===== src/rtl/rgen_pkg.sv =====
// ---------------------------------------------------------------------------
// rgen_pkg
// Shared definitions for the generated register block host interfaces.
//   rgen_host_if_state_e : host interface FSM states (2-bit encoding)
//   RGEN_APB_WAIT_STATES : number of wait states inserted per APB transfer
// ---------------------------------------------------------------------------
package rgen_pkg;

   typedef enum logic [1:0] {
      IDLE     = 2'd0,
      COMMAND  = 2'd1,
      RESPONSE = 2'd2
   } rgen_host_if_state_e;

   localparam int RGEN_APB_WAIT_STATES = 1;

endpackage


===== src/rtl/rgen_read_data_mux.sv =====
// ---------------------------------------------------------------------------
// rgen_read_data_mux
// Combinational read-data return path shared by the host interfaces.
// Each register's read data is masked by its select and the results are
// OR-ed together; hit reports that at least one register is selected.
//   select    : per-register select from the address decoders
//   read_data : packed read data, register n at [n*DATA_WIDTH +: DATA_WIDTH]
//   data      : OR of all selected registers' read data
//   hit       : OR-reduction of select
// ---------------------------------------------------------------------------
module rgen_read_data_mux #(
   parameter int DATA_WIDTH      = 32,
   parameter int TOTAL_REGISTERS = 1
) (
   input  logic [TOTAL_REGISTERS-1:0]            select,
   input  logic [TOTAL_REGISTERS*DATA_WIDTH-1:0] read_data,
   output logic [DATA_WIDTH-1:0]                 data,
   output logic                                  hit
);

   // Multiple selects simply OR their data; the decoders are trusted to be
   // one-hot and overlap is deliberately not flagged here.
   always_comb begin
      data = '0;
      for (int n = 0; n < TOTAL_REGISTERS; n++) begin
         if (select[n]) begin
            data = data | read_data[n*DATA_WIDTH +: DATA_WIDTH];
         end
      end
   end

   assign hit = |select;

endmodule


===== src/rtl/rgen_host_if_apb.sv =====
// ---------------------------------------------------------------------------
// rgen_host_if_apb
// APB3 slave front end for the generated register block. Each APB transfer
// becomes a one-cycle internal command (address, read/write strobe, write
// data); the decoders' selects and register read data are then folded into
// PRDATA/PSLVERR with PREADY raised after a fixed single wait state.
// All outputs are registered.
//   clk, rst_n            : clock, asynchronous active-low reset
//   i_psel .. i_pwdata    : APB request
//   o_pready/o_prdata/
//   o_pslverr             : APB response
//   o_address, o_read,
//   o_write, o_write_data : internal command to the decoders
//   i_register_select     : per-register select from the decoders
//   i_register_read_data  : packed per-register read data
// ---------------------------------------------------------------------------
module rgen_host_if_apb
   import rgen_pkg::*;
#(
   parameter int ADDRESS_WIDTH   = 16,
   parameter int DATA_WIDTH      = 32,
   parameter int TOTAL_REGISTERS = 1
) (
   input  logic                                  clk,
   input  logic                                  rst_n,
   input  logic                                  i_psel,
   input  logic                                  i_penable,
   input  logic                                  i_pwrite,
   input  logic [ADDRESS_WIDTH-1:0]              i_paddr,
   input  logic [DATA_WIDTH-1:0]                 i_pwdata,
   output logic                                  o_pready,
   output logic [DATA_WIDTH-1:0]                 o_prdata,
   output logic                                  o_pslverr,
   output logic [ADDRESS_WIDTH-1:0]              o_address,
   output logic                                  o_read,
   output logic                                  o_write,
   output logic [DATA_WIDTH-1:0]                 o_write_data,
   input  logic [TOTAL_REGISTERS-1:0]            i_register_select,
   input  logic [TOTAL_REGISTERS*DATA_WIDTH-1:0] i_register_read_data
);

   localparam logic [1:0] ST_IDLE     = 2'(IDLE);
   localparam logic [1:0] ST_COMMAND  = 2'(COMMAND);
   localparam logic [1:0] ST_RESPONSE = 2'(RESPONSE);

   logic [1:0]            state;
   logic [DATA_WIDTH-1:0] mux_data;
   logic                  mux_hit;

   rgen_read_data_mux #(
      .DATA_WIDTH      (DATA_WIDTH),
      .TOTAL_REGISTERS (TOTAL_REGISTERS)
   ) u_read_data_mux (
      .select    (i_register_select),
      .read_data (i_register_read_data),
      .data      (mux_data),
      .hit       (mux_hit)
   );

   // Transfer sequencer. The command strobe occupies the single COMMAND
   // cycle, which doubles as the wait state; the response is captured at the
   // end of it so the decoders have a full cycle to settle their selects.
   // A master abort in COMMAND drops the response but cannot retract a
   // write that has already been strobed.
   always_ff @(posedge clk or negedge rst_n) begin
      if (!rst_n) begin
         state        <= ST_IDLE;
         o_read       <= 1'b0;
         o_write      <= 1'b0;
         o_pready     <= 1'b0;
         o_pslverr    <= 1'b0;
         o_address    <= '0;
         o_write_data <= '0;
         o_prdata     <= '0;
      end else begin
         case (state)
            ST_IDLE: begin
               if (i_psel && !i_penable) begin
                  o_address    <= i_paddr;
                  o_write_data <= i_pwdata;
                  o_read       <= !i_pwrite;
                  o_write      <= i_pwrite;
                  state        <= ST_COMMAND;
               end
            end
            ST_COMMAND: begin
               o_read  <= 1'b0;
               o_write <= 1'b0;
               if (!i_psel) begin
                  state <= ST_IDLE;
               end else begin
                  o_prdata  <= (o_read && mux_hit) ? mux_data : '0;
                  o_pslverr <= !mux_hit;
                  o_pready  <= 1'b1;
                  state     <= ST_RESPONSE;
               end
            end
            ST_RESPONSE: begin
               if (!i_psel || i_penable) begin
                  o_pready  <= 1'b0;
                  o_pslverr <= 1'b0;
                  o_prdata  <= '0;
                  state     <= ST_IDLE;
               end
            end
            default: begin
               o_read    <= 1'b0;
               o_write   <= 1'b0;
               o_pready  <= 1'b0;
               o_pslverr <= 1'b0;
               o_prdata  <= '0;
               state     <= ST_IDLE;
            end
         endcase
      end
   end

endmodule


===== config.mk =====
export PLATFORM = sky130hd
export DESIGN_NAME = rgen_host_if_apb
export DESIGN_NICKNAME = d
export VERILOG_FILES = /design/src/rtl/rgen_pkg.sv /design/src/rtl/rgen_read_data_mux.sv /design/src/rtl/rgen_host_if_apb.sv
export SDC_FILE = /design/constraint.sdc
export NUM_CORES = 1
export LEC_CHECK = 0
export ABC_AREA = 1
export BUFFER_PORTS_ARGS = -buffer_cell sky130_fd_sc_hd__buf_4
export CAP_MARGIN = 20
export CELL_PAD_IN_SITES_DETAIL_PLACEMENT = 1
export CELL_PAD_IN_SITES_GLOBAL_PLACEMENT = 1
export CORE_MARGIN = 3
export CORE_UTILIZATION = 35
export CTS_CLUSTER_DIAMETER = 50
export DETAILED_ROUTE_END_ITERATION = 8
export PLACE_DENSITY = 0.91
export RECOVER_POWER = 25
export SLEW_MARGIN = 10
export SYNTH_ARGS = -nofsm -noshare
export SYNTH_HDL_FRONTEND = slang
export SYNTH_SLANG_ARGS = --single-unit

===== constraint.sdc =====
create_clock -name clk -period 1.8 [get_ports clk]
set_input_delay 0.27 -clock clk [delete_from_list [all_inputs] [get_ports clk]]
set_output_delay 0.27 -clock clk [all_outputs]
set_load 0.05 [all_outputs]

==> reports/metrics.cfg, run 1 <==
[timing]
setup_ws_ps=312.5
finalSetupViolCount=0
period_share_pct=82.64
slew_headroom_pct=25.88
hold_viol=0
fin_skew_ps=11.58
rsz0062_at_grt=false
slew_violations=0
clock.fmax_ghz=0.6723
finalSetupTns_ps=0
period_needed_ps=1487
tightest_slew_ps=1112

[power_and_ir_drop]
switching_share_pct=38.31
combPwrFrac_pct=32.8
p_sw_mw=2.142
p_leak_nw=2.891
powerDensity_mw_per_mm2=1101
p_int_mw=3.449
irDropWorstVdd_v=0.0005281
seq_power_share_pct=41.5
clkPwrFrac_pct=25.6

[final_layout]
instances_no_fill=696
fin_nets=648
post-route-util_pct=53.44
drive_gt1_share_pct=34.57
layout_common_cells=nand2_1 (197), buf_4 (172), dfrtp_1 (86)
antenna_cells=0
area_growth_pct=44.76
final_common_cell=nand2_1

[die]
rows=35
ios=170
die_x_um=106.1
start_util_pct=36.92
fp.dieH_um=106.1
coreArea_mm2=0.009503
die-area_mm2=0.01126

[synth]
synthCells=397
synth_top_family_by_area=simple AND/OR/NAND/NOR gates
synth.net_count=483
netlist_area_mm2=0.003508
avgSynthCellArea_um2=8.837
synth_adder_area_share_pct=0
synth_seq_cells=86
ys_warn_count=0
synth_mux_area_share_pct=0
synth-simple-area-share_pct=33.17
synth_compound_area_share_pct=0.1427
ys_seq_area_share_pct=61.34
synth.distinct_cells=14
synth_xor_area_share_pct=0

[worst_setup_path]
cp.depth=3
path_cells=dlygate4sd3_1 -> buf_4 -> buf_4
end_kind=async pin
path_buf_inv=3
cp_data_required_time_ps=2100
worstPathArrival_ps=1790
critical_path_class=primary input to async pin
cp_top_family=buffers and inverters
timing.rr.end=o_prdata[21]
start_kind=primary input
crit_fanout=86
r2r-start=state[0]
endpoint=state[1]
cp_slowest_cell=buf_4
slowest_delay_ps=780
timing.critical_path.mode_cell=buf_4
startpoint=rst_n
r2r_slack_ps=380
reg2reg_depth=4

[worst_hold_path]
min_path_type=primary input to flop
hold_start=i_pwdata[7]

[routing]
wl_um=11060
drt_pass1_iterations=4
vias_per_cell=4.743
drt_iter0_markers=124
via_count=3301
drcViolationCount=0
drtAntennaViolNets=0
wl_per_cell_um=15.90

[grt]
antenna_found_initial=0
grt_pass1_vias=3644
grt_pass1_wl_um=18130
grt_start_max_net_pins=87
overflow=0
track_usage_pct=20.10

[placement]
place_inst=679
pre_cts_ws_ps=422.5
dp_hpwl_um=8179
place.gp.congestion=0.7357
io_buffer_count=169

[clock_tree]
clock-sinks=86
clockRootBuffer=clkbuf_8
cts.clk_slew.worst_paths_ps=90
htree_levels=3
post-cts-setup-buffer-count=0
cts_tree=built
cts_inserted_buffers=9
cts_buffer_depth=2
clk_latency_ps=350

[flow_run]
maxCapViolCount=0

[status]
outcome=finished clean

==> synth_stat cells <==
cell	count	area share [%]
buf_2	9	1.3
buf_6	8	2.6
inv_2	1	0.11
nand3_1	69	9.8
nand2_1	197	21
nor2_4	2	0.64
clkbuf_1	3	0.32
nor2_1	10	1.1
nand2_2	2	0.36
dfrtp_1	86	61
o21ai_0	1	0.14
buf_4	2	0.43
or2_2	1	0.18
inv_1	6	0.64
==> how the worst min path moves through the flow <==
| stage | depth (start not counted) | endpoint | slack (ps) |
|---|---|---|---|
| 2_1_floorplan | 0 | o_address[0] | -30 |
| 3_3_place_gp | 2 | o_prdata[4] | 340 |
| 3_5_place_dp | 2 | o_prdata[5] | 350 |
| 4_1_cts | 3 | o_write_data[7] | 90 |
| 5_1_grt | 3 | o_write_data[24] | 100 |
| 6_report | 3 | o_write_data[7] | 110 |
==> routing by layer <==
layer / part of all wire, % / wire, um / global-route usage (%)
met1: 39 / 4277 / 23.00
met2: 50 / 5569 / 35.07
met3: 9.9 / 1094 / 7.590
met4: 1.1 / 123 / 5.643
met5: 0 / 0 / 0
==> cells by family (layout without fill, tap and decap cells) <==
group / Yosys count / in the layout
compound gates: 1 / 1
simple gates: 281 / 281
buf+inv: 29 / 199
flops: 86 / 86
==> flip-flops by register name, indices dropped and copies added, names as in the netlist <==
signal        count
o_write_data     32
state             2
o_read            1
o_pready          1
o_write           1
o_address        16
o_pslverr         1
o_prdata         32
==> tightest hold or removal path, stage by stage <==
cell and delay, ps:
buf_4 80, nand2_1 40, nand2_1 40
==> through the flow <==
stage	instance area (um2)	power [mW]	hold WS, ps
floorplan	3508	3.493	-25.59
detailed placement	4872	4.217	350.8
global placement	4872	4.162	343.0
global route	5079	5.865	100.4
CTS	5091	5.662	93.44
finish	5079	5.590	114.6
==> power by group through the flow <==
stage	registers, mW	clock network [mW]	logic [mW]
after global placement	2.34	0	1.82
after global routing	2.35	1.56	1.95
final	2.32	1.43	1.84
after floorplan	3.17	0	0.319
after detailed placement	2.36	0	1.86
after CTS	2.33	1.48	1.86
==> repair_timing <==
action                                 in CTS  in global routing
endpoints found under the hold margin      86                  0
hold buffers                                1                  0
gates resized for setup                     0                  0
==> final cells by class <==
type	instances	area (um2)
clock buffer	12	155.1
clock inverter	4	53.80
fill	1178	4424
inverter	7	26.28
multi-input combinational	282	1169
sequential	86	2152
tap	129	161.4
timing repair buffer	176	1361
No activity file was read; power rests on OpenSTA's default activity.
==> inputs of run 2 (changes only) <==
- ABC_AREA: 1 -> 0
- CORE_UTILIZATION: 35 -> 31
- PLACE_DENSITY: 0.91 -> 0.82
- clock period: 1.8 -> 1.2 ns (I/O delays scaled with it)
==> run 2 against run 1 <==
  * The flow now finishes with violations (negative setup slack)
  * Total power up 71%
  * Critical path depth up 1
  * Critical endpoint is now o_address[4]
  * Synthesized cell count down 50%
==> reports/metrics.cfg, run 2 <==
[status]
outcome=complete, but fails checks  ; was finished clean
violations=negative setup slack

[worst_setup_path]
path_buf_inv=2  ; was 3
r2r_slack_ps=-200  ; was 380 ps
cp_slowest_cell=dfrtp_2  ; was buf_4
path_cells=nor3_4 -> buf_6 -> clkbuf_16 -> mux2_4  ; was dlygate4sd3_1 -> buf_4 -> buf_4
cp_top_family=flip-flops  ; was buffers and inverters
end_kind=flop  ; was async pin
crit_fanout=8  ; was 86
slowest_delay_ps=440  ; was 780 ps
critical_path_class=flop to flop  ; was primary input to async pin
timing.rr.end=o_address[4]  ; was o_prdata[21]
reg2reg_depth=4  ; unchanged
worstPathArrival_ps=1620  ; was 1790 ps
start_kind=flop  ; was primary input
cp_data_required_time_ps=1420  ; was 2100 ps
r2r-start=state[0]  ; unchanged

[timing]
tightest_slew_ps=748.6  ; was 1112 ps
clock.fmax_ghz=0.7146
period_needed_ps=1399
slew_violations=0  ; unchanged
holdWs_ps=40.88  ; was 114.6 ps
fin_skew_ps=7.215  ; was 11.58 ps
period_share_pct=116.6
rsz0062_at_grt=true  ; was false
setup_ws_ps=-199.4  ; was 312.5 ps
hold_viol=0  ; unchanged
slew_headroom_pct=50.09  ; was 25.88%
finalSetupViolCount=82  ; was 0
finalSetupTns_ps=-12880  ; was 0 ps

[grt]
track_usage_pct=15.69  ; was 20.10%
grt_start_max_net_pins=55  ; was 87
grt_pass1_wl_um=14230  ; was 18,130 um
antenna_found_initial=0  ; unchanged
grt_pass1_vias=2697  ; was 3,644
overflow=0  ; unchanged

[routing]
drcViolationCount=0  ; unchanged
drt_iter0_markers=114  ; was 124
drtAntennaViolNets=0  ; unchanged
drt_pass1_iterations=4  ; unchanged
via_count=2515  ; was 3,301
wl_per_cell_um=18.97  ; was 15.90 um
wl_um=10070  ; was 11,060 um
vias_per_cell=4.736  ; was 4.743

[placement]
pre_cts_ws_ps=-321.7  ; was 422.5 ps
place.gp.congestion=0.6831  ; was 0.7357
io_buffer_count=169  ; unchanged
place_inst=500  ; was 679
dp_hpwl_um=6676  ; was 8179 um
postPlaceCellArea_mm2=0.004726  ; was 0.004872 mm2

[synth]
synth_largest_area_cell=dfrtp_1  ; unchanged
synth_commonest_cells=dfrtp_1 (86), mux2_2 (39), a22o_1 (23)  ; was nand2_1 (197), dfrtp_1 (86), nand3_1 (69)
synth-main-ff-cell=dfrtp_1  ; unchanged
ys_seq_area_share_pct=66.43  ; was 61.34%
synth.distinct_cells=24  ; was 14
avgSynthCellArea_um2=16.36  ; was 8.837 um2
async_flop_share_pct=100.0  ; unchanged
synth.most_common_cell=dfrtp_1  ; was nand2_1
synth_top_cell_area_share_pct=66.43  ; was 61.34%
netlist_area_mm2=0.003239  ; was 0.003508 mm2
synth-edff-count=0  ; unchanged
synth_area_leaders=dfrtp_1 (66%), mux2_2 (14%), a22o_1 (6.2%)  ; was dfrtp_1 (61%), nand2_1 (21%), nand3_1 (9.8%)
synth_seq_cells=86  ; unchanged
synthCells=198  ; was 397
ys_warn_count=0  ; unchanged
synth.net_count=284  ; was 483

[power_and_ir_drop]
power_mw=9.572  ; was 5.590 mW
powerDensity_mw_per_mm2=1755  ; was 1101 mW/mm2
p_leak_nw=2.763  ; was 2.891 nW
irDropWorstVdd_v=0.0009664  ; was 0.0005281 V

[worst_hold_path]
min_path_type=primary input to flop  ; unchanged
min_path_cells=2  ; was 3
hold_start=i_register_read_data[14]  ; was i_pwdata[7]
whs_endpoint=o_prdata[14]  ; was o_write_data[7]

[final_layout]
layout_common_cells=buf_4 (176), dfrtp_1 (84), mux2_4 (37)  ; was nand2_1 (197), buf_4 (172), dfrtp_1 (86)
fin_nets=479  ; was 648
instances_no_fill=531  ; was 696
post-route-util_pct=54.78  ; was 53.44%
multi_input_area_mm2=0.001204  ; was 0.001169 mm2
area_growth_pct=68.33  ; was 44.76%
antenna_cells=0  ; unchanged
drive_gt1_share_pct=69.60  ; was 34.57%
final_common_cell=buf_4  ; was nand2_1
seq_area_mm2=0.002155  ; was 0.002152 mm2
finish.instance_area_mm2=0.005453  ; was 0.005079 mm2
top_regs=o_prdata (32), o_write_data (32), o_address (16)  ; unchanged
fillers=1026  ; was 1,178

[clock_tree]
htree_levels=3  ; unchanged
cts_buffer_depth=2  ; unchanged
clk_latency_ps=340  ; was 350 ps
cts_inserted_buffers=9  ; unchanged
clock-sinks=86  ; unchanged
cts_tree=built  ; unchanged
cts.clk_slew.worst_paths_ps=90  ; about the same
clockRootBuffer=clkbuf_8  ; unchanged

[flow_run]
maxCapViolCount=0  ; unchanged

[die]
die-area_mm2=0.01171  ; was 0.01126 mm2
ios=170  ; unchanged
die_x_um=108.2  ; was 106.1 um
coreArea_mm2=0.009955  ; was 0.009503 mm2
fp.dieH_um=108.2  ; was 106.1 um
rows=36  ; was 35
start_util_pct=32.54  ; was 36.92%

==> run 2: worst register-to-register path, delay by kind of cell (launching register included) <==
kind                   cells  cell delay (ps)
flip-flops                 1              440
AND/OR/NAND/NOR            1              190
buffers and inverters      2              340
multiplexers               1              310
==> run 2: where the power goes <==
part           internal, mW  switching, mW
Combinational          1.37           2.16
Sequential             3.33          0.277
Clock                  1.44          0.992
Total                  6.15           3.43
==> run 2: kinds of logic after synthesis <==
kind of cell / share of synthesized area [%]
flip-flops: 66.43
multiplexers: 17.00
AO/OA/AOI/OAI: 10.16
buffers and inverters: 3.823
AND/OR/NAND/NOR: 2.588
==> run 2: worst max-delay path by stage <==
| stage | start | end | slack [ps] | cells after the start |
|---|---|---|---|---|
| 4_1_cts | state[0] | o_write_data[10] | -230 | 4 |
| 6_report | state[0] | o_address[4] | -200 | 4 |
| 3_5_place_dp | i_penable | o_address[4] | -320 | 5 |
| 2_1_floorplan | state[0] | o_address[10] | -180 | 4 |
| 5_1_grt | state[0] | o_address[4] | -260 | 4 |
| 3_3_place_gp | i_penable | o_write_data[30] | -290 | 5 |
==> run 2: cell type report <==
class                           instances  area share [%]
Sequential cell                        86           39.51
Timing Repair Buffer                  197           30.89
Multi-Input combinational cell         98           22.07
Tap cell                              133           3.052
Clock buffer                           12           2.662
Clock inverter                          4           1.744
Inverter                                1         0.06884
==> run 2: what timing repair did <==
item	4_1_cts	5_1_grt
cloned	2	8
hold buffers	1	0
buffers inserted	3	2
pin swaps	1	1
hold endpoints to repair	86	0
resized for setup	27	32
endpoints found under the setup margin	81	81
==> run 2: layer usage <==
layer | global-route usage (%) | wire, um | share of wire, %
met5 | 0 | 0 | 0
met4 | 4.869 | 75 | 0.74
met1 | 18.13 | 3782 | 38
met3 | 4.955 | 797 | 7.9
met2 | 27.75 | 5418 | 54
==> inputs of run 3 (changes only) <==
- CORE_ASPECT_RATIO: unset -> 0.8
- PLACE_DENSITY: 0.82 -> 0.73
==> run 3 against run 2 <==
  * The flow still finishes with violations (negative setup slack)
  * Clock skew down 2.7 ps
  * Register-to-register slack barely moved
  * Die area about the same
  * Critical endpoint is now o_address[15]
==> reports/metrics.cfg, run 3 (synthesis results as in run 2) <==
[status]
outcome=complete, but fails checks  ; unchanged
violations=negative setup slack  ; unchanged

[clock_tree]
cts_tree=built  ; unchanged
clockRootBuffer=clkbuf_16  ; was clkbuf_8
clk_latency_ps=330  ; was 340 ps
cts_inserted_buffers=9  ; unchanged
cts.clk_slew.worst_paths_ps=60  ; was 90 ps
htree_levels=3  ; unchanged
clock-sinks=86  ; unchanged
cts_buffer_depth=2  ; unchanged

[power_and_ir_drop]
power_mw=10.36  ; was 9.572 mW
irDropWorstVdd_v=0.001266  ; was 0.0009664 V
p_leak_nw=2.783  ; was 2.763 nW
powerDensity_mw_per_mm2=1877  ; was 1755 mW/mm2

[timing]
period_needed_ps=1394  ; was 1399 ps
clock.fmax_ghz=0.7175  ; was 0.7146 GHz
setup_ws_ps=-193.8  ; was -199.4 ps
fin_skew_ps=4.545  ; was 7.215 ps
slew_violations=0  ; unchanged
rsz0062_at_grt=true  ; unchanged
finalSetupViolCount=82  ; unchanged
hold_viol=0  ; unchanged
period_share_pct=116.1  ; was 116.6%
holdWs_ps=57.35  ; was 40.88 ps
tightest_slew_ps=792.7  ; was 748.6 ps
finalSetupTns_ps=-12100  ; was -12,880 ps
slew_headroom_pct=47.15  ; was 50.09%

[placement]
place_inst=502  ; was 500
place.gp.congestion=0.6820  ; was 0.6831
dp_hpwl_um=6289  ; was 6676 um
postPlaceCellArea_mm2=0.004735  ; was 0.004726 mm2
io_buffer_count=169  ; unchanged

[grt]
grt_pass1_vias=2752  ; was 2,697
overflow=0  ; unchanged
grt_pass1_wl_um=14990  ; was 14,230 um
track_usage_pct=16.35  ; was 15.69%
grt_start_max_net_pins=87  ; was 55
antenna_found_initial=0  ; unchanged

[worst_setup_path]
timing.rr.end=o_address[15]  ; was o_address[4]
cp_data_required_time_ps=1420  ; about the same
r2r_slack_ps=-190  ; was -200 ps
cp_top_family=flip-flops  ; unchanged
critical_path_class=flop to flop  ; unchanged
path_cells=nor3_4 -> buf_6 -> clkbuf_16 -> mux2_2  ; was nor3_4 -> buf_6 -> clkbuf_16 -> mux2_4
worstPathArrival_ps=1610  ; was 1620 ps
slowest_delay_ps=430  ; was 440 ps
path_buf_inv=2  ; unchanged
start_kind=flop  ; unchanged
reg2reg_depth=4  ; unchanged
cp_slowest_cell=dfrtp_2  ; unchanged
r2r-start=state[0]  ; unchanged
end_kind=flop  ; unchanged
crit_fanout=11  ; was 8

[final_layout]
fillers=989  ; was 1,026
fin_nets=479  ; unchanged
top_regs=o_prdata (32), o_write_data (32), o_address (16)  ; unchanged
instances_no_fill=534  ; was 531
layout_common_cells=buf_4 (176), dfrtp_1 (84), mux2_4 (34)  ; was buf_4 (176), dfrtp_1 (84), mux2_4 (37)
seq_area_mm2=0.002155  ; unchanged
area_growth_pct=70.49  ; was 68.33%
drive_gt1_share_pct=70.60  ; was 69.60%
finish.instance_area_mm2=0.005523  ; was 0.005453 mm2
antenna_cells=0  ; unchanged
multi_input_area_mm2=0.001200  ; was 0.001204 mm2
final_common_cell=buf_4  ; unchanged

[routing]
drt_iter0_markers=97  ; was 114
drcViolationCount=0  ; unchanged
via_count=2476  ; was 2,515
vias_per_cell=4.637  ; was 4.736
wl_per_cell_um=18.51  ; was 18.97 um
drtAntennaViolNets=0  ; unchanged
wl_um=9885  ; was 10,070 um
drt_pass1_iterations=4  ; unchanged

[flow_run]
maxCapViolCount=0  ; unchanged

[die]
die-area_mm2=0.01172  ; was 0.01171 mm2
ios=170  ; unchanged
fp.dieH_um=97.43  ; was 108.2 um
rows=32  ; was 36
start_util_pct=32.76  ; was 32.54%
die_x_um=120.3  ; was 108.2 um
coreArea_mm2=0.009889  ; was 0.009955 mm2

[worst_hold_path]
min_path_cells=2  ; unchanged
whs_endpoint=o_prdata[17]  ; was o_prdata[14]
min_path_type=primary input to flop  ; unchanged
hold_start=i_register_read_data[17]  ; was i_register_read_data[14]

run 3: changes by cell type in the layout (fill, tap and decap cells not counted), moves of 3 or more:
cell	before	now
buf_8	0	4
buf_6	6	10
mux2_4	37	34
clkbuf_16	6	10
mux2_2	11	14
clkbuf_8	10	2
run 3: worst max-delay path by stage:
stage | slack (ps) | depth (start not counted) | startpoint | end
after floorplan | -180 | 4 | state[0] | o_address[10]
after global placement | -290 | 5 | i_penable | o_write_data[15]
after detailed placement | -310 | 5 | i_penable | o_write_data[11]
after CTS | -210 | 4 | state[0] | o_write_data[0]
after global routing | -250 | 4 | state[0] | o_write_data[5]
final | -190 | 4 | state[0] | o_address[15]
run 3: worst reg2reg max path, stage by stage, from the launching register on:
cell       delay, ps
dfrtp_2          430
nor3_4           190
buf_6            160
clkbuf_16        180
mux2_2           330
run 3: layout make-up:
class / instances / area share [%]
multi-input combinational: 98 / 21.73
clock inverter: 5 / 1.903
sequential: 86 / 39.01
timing repair buffer: 197 / 29.63
tap: 136 / 3.081
clock buffer: 11 / 4.576
inverter: 1 / 0.06797
run 3: timing repair:
| item | 4_1_cts | 5_1_grt |
|---|---|---|
| endpoints found under the setup margin | 81 | 83 |
| gates resized for setup | 46 | 23 |
| hold buffers | 1 | 0 |
| hold endpoints to repair | 86 | 0 |
| cloned | 7 | 1 |
| pin swaps | 17 | 8 |
| setup buffers | 9 | 2 |
run 3: where the power goes:
part / total [mW] / internal, mW / leakage [nW] / switching (mW)
sequential: 3.61 / 3.34 / 1.08 / 0.271
combinational: 3.50 / 1.35 / 1.54 / 2.15
clock: 3.25 / 2.15 / 0.168 / 1.10
total: 10.4 / 6.84 / 2.78 / 3.53
run 3: through the flow:
stage	util [%]	setup slack, ps
global placement	47.87	-291.4
global route	55.85	-253.0
detailed placement	47.87	-310.8
finish	55.85	-193.8
CTS	55.63	-214.1
floorplan	-	-183.9
run 3: per-layer routing:
metal	part of all wire, %	track usage, %	up-vias
li1	-	-	1116
met1	40	19.60	1240
met2	51	27.76	108
met3	8.5	6.170	12
met4	1.1	4.181	0
met5	0	0	-
